`src/rtl/ddram_wr_buffer.sv`:
```
// Core-side write FIFO and single read slot feeding the toggle req/ack DDRAM port stage.
// A captured read is held back until every write queued ahead of it has been acknowledged.
module ddram_wr_buffer #(
    parameter int unsigned DEPTH_LOG2 = 4
) (
    input  logic        DDRAM_CLK,
    input  logic        reset,
    input  logic [27:0] wr_addr,
    input  logic [15:0] wr_data,
    input  logic        wr_strobe,
    output logic        wr_full,
    output logic        wr_overflow,
    input  logic [27:0] rd_addr,
    input  logic        rd_strobe,
    output logic        rd_busy,
    output logic [7:0]  rd_data,
    output logic        rd_valid,
    output logic [27:0] wraddr,
    output logic [15:0] din,
    output logic        we_req,
    input  logic        we_ack,
    output logic [27:0] rdaddr,
    input  logic [7:0]  dout,
    output logic        rd_req,
    input  logic        rd_ack
);
    localparam int unsigned DEPTH = 2 ** DEPTH_LOG2;
    localparam logic [DEPTH_LOG2:0]   CNT_ONE  = (DEPTH_LOG2 + 1)'(1);
    localparam logic [DEPTH_LOG2:0]   CNT_FULL = (DEPTH_LOG2 + 1)'(DEPTH);
    localparam logic [DEPTH_LOG2-1:0] PTR_ONE  = DEPTH_LOG2'(1);

    typedef enum logic [1:0] {IDLE, WR_WAIT, RD_WAIT} state_t;

    logic [43:0]           mem_q [DEPTH];
    state_t                state_q, state_d;
    logic [DEPTH_LOG2-1:0] wr_ptr_q, wr_ptr_d, rd_ptr_q, rd_ptr_d;
    logic [DEPTH_LOG2:0]   count_q, count_d, drain_cnt_q, drain_cnt_d;
    logic                  wr_full_q, wr_full_d, wr_overflow_q, wr_overflow_d;
    logic                  rd_busy_q, rd_busy_d, rd_valid_q, rd_valid_d;
    logic [27:0]           rd_addr_lat_q, rd_addr_lat_d;
    logic [7:0]            rd_data_q, rd_data_d;
    logic [27:0]           wraddr_q, wraddr_d, rdaddr_q, rdaddr_d;
    logic [15:0]           din_q, din_d;
    logic                  we_req_q, we_req_d, rd_req_q, rd_req_d;
    logic                  push, pop, rd_take;
    logic [43:0]           head;

    always_comb begin
        push    = wr_strobe && !wr_full_q;
        pop     = (state_q == WR_WAIT) && (we_ack == we_req_q);
        rd_take = rd_strobe && !rd_busy_q;
        head    = mem_q[rd_ptr_q];

        wr_ptr_d = push ? wr_ptr_q + PTR_ONE : wr_ptr_q;
        rd_ptr_d = pop  ? rd_ptr_q + PTR_ONE : rd_ptr_q;
        count_d  = count_q;
        if (push && !pop) begin
            count_d = count_q + CNT_ONE;
        end else if (!push && pop) begin
            count_d = count_q - CNT_ONE;
        end
        wr_full_d     = (count_d == CNT_FULL);
        wr_overflow_d = wr_overflow_q || (wr_strobe && wr_full_q);

        // A same-cycle write is already in count_d, so it drains ahead of the read.
        rd_busy_d     = rd_busy_q;
        rd_addr_lat_d = rd_addr_lat_q;
        drain_cnt_d   = drain_cnt_q;
        if (rd_take) begin
            rd_busy_d     = 1'b1;
            rd_addr_lat_d = rd_addr;
            drain_cnt_d   = count_d;
        end else if (pop && drain_cnt_q != '0) begin
            drain_cnt_d = drain_cnt_q - CNT_ONE;
        end

        state_d    = state_q;
        wraddr_d   = wraddr_q;
        din_d      = din_q;
        rdaddr_d   = rdaddr_q;
        we_req_d   = we_req_q;
        rd_req_d   = rd_req_q;
        rd_data_d  = rd_data_q;
        rd_valid_d = 1'b0;
        unique case (state_q)
            IDLE: begin
                if (rd_busy_q && drain_cnt_q == '0) begin
                    rdaddr_d = rd_addr_lat_q;
                    rd_req_d = ~rd_req_q;
                    state_d  = RD_WAIT;
                end else if (count_q != '0) begin
                    wraddr_d = head[43:16];
                    din_d    = head[15:0];
                    we_req_d = ~we_req_q;
                    state_d  = WR_WAIT;
                end
            end
            WR_WAIT: begin
                if (pop) state_d = IDLE;
            end
            RD_WAIT: begin
                if (rd_ack == rd_req_q) begin
                    rd_data_d  = dout;
                    rd_valid_d = 1'b1;
                    rd_busy_d  = 1'b0;
                    state_d    = IDLE;
                end
            end
            default: state_d = IDLE;
        endcase
    end

    always_ff @(posedge DDRAM_CLK) begin
        if (push) mem_q[wr_ptr_q] <= {wr_addr, wr_data};
    end

    // Requests are re-aligned to the acks so nothing is left outstanding after reset.
    always_ff @(posedge DDRAM_CLK) begin
        if (reset) begin
            state_q       <= IDLE;
            wr_ptr_q      <= '0;
            rd_ptr_q      <= '0;
            count_q       <= '0;
            drain_cnt_q   <= '0;
            wr_full_q     <= 1'b0;
            wr_overflow_q <= 1'b0;
            rd_busy_q     <= 1'b0;
            rd_valid_q    <= 1'b0;
            rd_addr_lat_q <= '0;
            rd_data_q     <= '0;
            wraddr_q      <= '0;
            din_q         <= '0;
            rdaddr_q      <= '0;
            we_req_q      <= we_ack;
            rd_req_q      <= rd_ack;
        end else begin
            state_q       <= state_d;
            wr_ptr_q      <= wr_ptr_d;
            rd_ptr_q      <= rd_ptr_d;
            count_q       <= count_d;
            drain_cnt_q   <= drain_cnt_d;
            wr_full_q     <= wr_full_d;
            wr_overflow_q <= wr_overflow_d;
            rd_busy_q     <= rd_busy_d;
            rd_valid_q    <= rd_valid_d;
            rd_addr_lat_q <= rd_addr_lat_d;
            rd_data_q     <= rd_data_d;
            wraddr_q      <= wraddr_d;
            din_q         <= din_d;
            rdaddr_q      <= rdaddr_d;
            we_req_q      <= we_req_d;
            rd_req_q      <= rd_req_d;
        end
    end

    assign wr_full     = wr_full_q;
    assign wr_overflow = wr_overflow_q;
    assign rd_busy     = rd_busy_q;
    assign rd_data     = rd_data_q;
    assign rd_valid    = rd_valid_q;
    assign wraddr      = wraddr_q;
    assign din         = din_q;
    assign we_req      = we_req_q;
    assign rdaddr      = rdaddr_q;
    assign rd_req      = rd_req_q;
endmodule

```
`config.mk`:
```
export PLATFORM = sky130hd
export DESIGN_NAME = ddram_wr_buffer
export DESIGN_NICKNAME = d
export VERILOG_FILES = /design/src/rtl/ddram_wr_buffer.sv
export SDC_FILE = /design/constraint.sdc
export NUM_CORES = 1
export LEC_CHECK = 0
export CAP_MARGIN = 20
export CORE_MARGIN = 2
export CORE_UTILIZATION = 50
export CTS_BUF_LIST = sky130_fd_sc_hd__clkbuf_8
export DETAILED_ROUTE_END_ITERATION = 10
export GPL_TIMING_DRIVEN = 1
export PLACE_DENSITY = 0.66
export SETUP_SLACK_MARGIN = 0.4
export SYNTH_ARGS = -nofsm -noshare
export SYNTH_HDL_FRONTEND = slang
export SYNTH_SLANG_ARGS = --single-unit
```
`constraint.sdc`:
```
create_clock -name DDRAM_CLK -period 5.9 [get_ports DDRAM_CLK]
set_clock_uncertainty 0.2 [all_clocks]
set_input_delay 0.885 -clock DDRAM_CLK [delete_from_list [all_inputs] [get_ports DDRAM_CLK]]
set_output_delay 0.885 -clock DDRAM_CLK [all_outputs]
set_load 0.02 [all_outputs]
```
Word level (Yosys, flattened, before mapping)

Memory sizes are Yosys's and may differ from the RTL's. A register that Yosys moved wholly into a read port is not among the register bits.
Cells that the tools add are included.
Widths: inputs -> output; s select.

Word-level logic and storage cells: 83
Register bits: 90
Output and inout port bits: 86
Bits of input ports: 86
Memories kept: 1
RAM bits: 704

Reductions and logical operators: 28
Bitwise gates (word level): 4
Multiplexer cells: 22
Equal/unequal tests: 9
Add/sub/neg operators: 5

Memory list:

| memory | words | bits a word | rd ports | clocked after Yosys merged registers in | write ports | line | source |
|---|---|---|---|---|---|---|---|
| mem_q  | 16    | 44          | 1        | 1                                       | 1           | 34   | `logic [43:0] mem_q [DEPTH];` |

Operator list:

| cell                | count |
|---|---|
| $mux 5              | 4 |
| $mux 1              | 13 |
| $reduce_bool 5->1   | 2 |
| $sub 5x1->5 const B | 2 |
| $reduce_and 3->1    | 3 |
| $add 4x1->4 const B | 2 |
| $logic_and 1x1->1   | 8 |
| $mux 2              | 4 |
| $reduce_bool 2->1   | 4 |
| $ne 2x2->1 const B  | 3 |
| $pmux 2 s3          | 1 |
| $reduce_and 2->1    | 3 |
| $add 5x1->5 const B | 1 |
| $eq 5x5->1 const B  | 1 |
| $logic_not 5->1     | 1 |
| $logic_not 1->1     | 4 |
| $not 1->1           | 4 |
| $ne 3x3->1 const B  | 1 |
| $eq 1x1->1          | 2 |
| $eq 2x1->1 const B  | 1 |
| $eq 2x2->1 const B  | 1 |
| $logic_not 2->1     | 1 |
| $reduce_or 2->1     | 1 |
| $logic_or 1x1->1    | 1 |

Logic depth before layout (Yosys ltp)

Word-level depth: 7
Depth in mapped cells: 9
Gate-level depth less buffers: 7

Least setup slack after synthesis

Ideal clock, no wire load.

Path type: input port to flip-flop
Start point: input port wr_strobe
End point: memory mem_q[3][0], enable pin
Slack: 0.783 ns
Stages on the path: 4
Data arrival time: 4.417 ns
Data required time: 5.200 ns
Library setup time: 0.500 ns
Path buffers: 1
Cells stage by stage: nor2b_1 -> buf_2 -> nand2_1 -> nor3_1

Cells in the longest elaborated chain, start to end: 3

Ends and longest elaborated chain:

| item                         | line | source |
|---|---|---|
| from (decl)                  | 10   | `input logic wr_strobe,` |
| $logic_and 1x1->1            | 49   | `push = wr_strobe && !wr_full_q;` |
| $mux 1                       | 114  | `if (push) mem_q[wr_ptr_q] <= {wr_addr, wr_data};` |
| $mux 1 (not written as such) | 114  |  |
| to (decl)                    | 34   |  |

Every way passes these cells.

==> results.ini <==
[global_route]
overflow = 0
grt_first_pass_wirelength_um = 100000
gr-usage-all-layers = 0.212
grt_max_degree = 90
number_of_antenna_violations_at_the_first_check_in_global_routing = 1
grt_pass1_vias = 16650

[setup_path]
critPathCaptureType = flop
crit_path_start_kind = flop
cp_slowest_stage_delay_ns = 1.00
critical_path.cell_chain = buf_12 -> mux4_2 -> a22oi_1 -> nand2_1 -> a22o_1
critPathArrivalTime_ns = 3.65
worst_ep_required_time_ns = 6.36
crit_path_max_fanout = 62
criticalPathCategory = reg -> reg
cpMaxStageDelayCell = sky130_fd_sc_hd__dfxtp_4

[synthesis]
share_of_flip_flops_with_an_asynchronous_set_or_reset = 0
syn-instance-count = 1615
netlist_top_cells_area = sky130_fd_sc_hd__edfxtp_1 68%, sky130_fd_sc_hd__mux4_2 13%, sky130_fd_sc_hd__dfxtp_1 8.5%
synth_enable_flop_cells = 706
syn-cell-area_um2 = 31200
ys_ff_latch = 838
yosys.cell_count.top_type = sky130_fd_sc_hd__edfxtp_1
synth.yosys.seq_area_share = 0.763
syn_avg_cell_area_um2 = 19.3
ys_warn_count = 0
ys_dominant_reg_cell = sky130_fd_sc_hd__edfxtp_1
synthTopCellsByCount = 706 x sky130_fd_sc_hd__edfxtp_1, 176 x sky130_fd_sc_hd__mux4_2, 174 x sky130_fd_sc_hd__nand2_1
yosys.area.top_type_share = 0.679
syn-num-nets = 1709
yosysUniqueCellTypes = 42
yosys.area.top_type = sky130_fd_sc_hd__edfxtp_1

[clock_network]
cts_made_buffers = 137
postCtsSetupRepairBufs = 0
clockBufferDepth = 3
clk_pin_slew_ns = 0.06
clkLatencyLatePin_ns = 0.79
tritoncts = built
root_buffer = sky130_fd_sc_hd__clkbuf_8
clkSinkCount = 838
htree_levels = 4
cts.repair.resized = 0
postCtsHoldBufs = 0

[outcome]
run_status = complete, no violations

[sta]
period_utilization = 0.541
max-slew-margin-rel = 0.276
timing.final.crit_period_ns = 3.19
report.final.slew_viol_count = 0
hold-worst-slack_ns = 0.247
setup_violations = 0
setup_ws_ns = 2.71
timing.final.hold_violations = 0
worstMarginPinSlew_ns = 1.08
timing.fmax_mhz = 313
grt_setup_unrepaired = no
final.setup.tns_ns = 0

[cells_and_area]
layout-drive-gt1-share = 0.212
finalNetCount = 1969
layout-area-overhead-vs-synth_pct = 17.4
layout.cell_area.non_filler_um2 = 36700

[power_and_ir_drop]
leakagePower_nw = 11.8
irDropWorstVdd_uv = 281
power_density_nw_per_um2 = 367
overall_power_mw = 13.4

[routing]
first_pass_iters = 5
detailroute.via_count = 16047
antenna_violating_nets_post_route = 0
detail_route.vias_per_cell = 5.68
drt-total-wl_um = 66500
count_of_unresolved_drc_violations_after_routing = 0
detail_route.iter0.violations = 1372
detail_route.wl_per_cell_um = 23.5

[die]
fp.dieArea_um2 = 64500
die_h_um = 254
floorplan.initialDensity = 0.506
floorplan.io_pins = 172
core-area_um2 = 61700
std_cell_rows = 91
fp.dieW_um = 254

[worst_hold_path]
hold_path_class = reg -> reg

[placed_design]
detailed_place_hpwl_um = 37900
gp_congestion = 0.744
dpl_cell_area_um2 = 34000
numPortBuffers = 171
pre_cts_slack_ns = 1.88

[run]
max-cap-violations = 0

==> worst max-delay path, delay by kind of cell, from the launching register on <==
family	cells	cell delay, ns
mux	1	0.59
compound gates	2	0.55
flops	1	1.00
simple gates	1	0.11
buf+inv	1	0.48
==> state kept, by name (all words and copies together), names as in the netlist, 2 cells and up <==
| name | count |
|---|---|
| count_q | 5 |
| din | 16 |
| drain_cnt_q | 5 |
| mem_q | 704 |
| rd_addr_lat_q | 28 |
| rd_data | 8 |
| rd_ptr_q | 4 |
| rdaddr | 28 |
| state_q | 2 |
| wr_ptr_q | 4 |
| wraddr | 28 |
==> final timing paths <==
path                          start         end  slack [ns]  depth (start not counted)
hold / removal    rd_addr_lat_q[10]  rdaddr[10]        0.25                          2
setup / recovery        rd_ptr_q[0]   wraddr[4]        2.71                          5
setup reg to reg        rd_ptr_q[0]   wraddr[4]        2.71                          5
hold reg to reg   rd_addr_lat_q[10]  rdaddr[10]        0.25                          2
==> cells by family (layout without fill, tap and decap cells) <==
kind of cell | Yosys count | count (layout) | share of synthesized area
flops | 838 | 838 | 0.763
simple gates | 256 | 256 | 0.0352
compound gates | 209 | 209 | 0.0468
mux | 186 | 186 | 0.130
buf+inv | 101 | 473 | 0.0164
xor+xnor | 17 | 17 | 0.00501
fa+ha+maj | 8 | 8 | 0.00320
other cells | 0 | 1 | 0
==> where the power goes <==
part	total (mW)	internal [mW]	switching [mW]
combinational	1.90	0.926	0.974
sequential	6.84	6.66	0.182
clock	4.70	2.44	2.26
total	13.4	10.0	3.41
==> metal layers <==
metal	track usage	up-vias	part of all wire
met5	0	-	0
met2	0.338	577	0.49
met4	0.0751	0	0.018
li1	-	7062	-
met3	0.0440	89	0.073
met1	0.292	8319	0.42
==> final cells by class <==
class,count,area [um2]
clock buffers,143,1970
inverters,8,30.0
well taps,837,1050
repair buffers,214,2140
multi-input cells,676,7030
clock inverters,108,594
flip-flops and latches,838,23900
diodes,1,2.50
fillers,4573,25000
==> cells in the final DEF (no fill, tap or decap), types with 44 or more instances in the layout <==
cell type                         count
sky130_fd_sc_hd__clkbuf_8           143
sky130_fd_sc_hd__a21oi_1             62
sky130_fd_sc_hd__a22oi_1             88
sky130_fd_sc_hd__nand2_1            174
sky130_fd_sc_hd__dfxtp_1            130
sky130_fd_sc_hd__clkdlybuf4s50_1    170
sky130_fd_sc_hd__a22o_1              44
sky130_fd_sc_hd__inv_1               65
sky130_fd_sc_hd__mux4_2             176
sky130_fd_sc_hd__edfxtp_1           706
==> metrics by stage <==
step / utilization / cells
6_report: 0.594 / 2825
5_1_grt: 0.594 / 2825
4_1_cts: 0.593 / 2820
3_5_place_dp: 0.551 / 2569
3_3_place_gp: 0.551 / 2568
2_1_floorplan: - / 1615
Note: power is estimated with default switching activity, not from simulation.
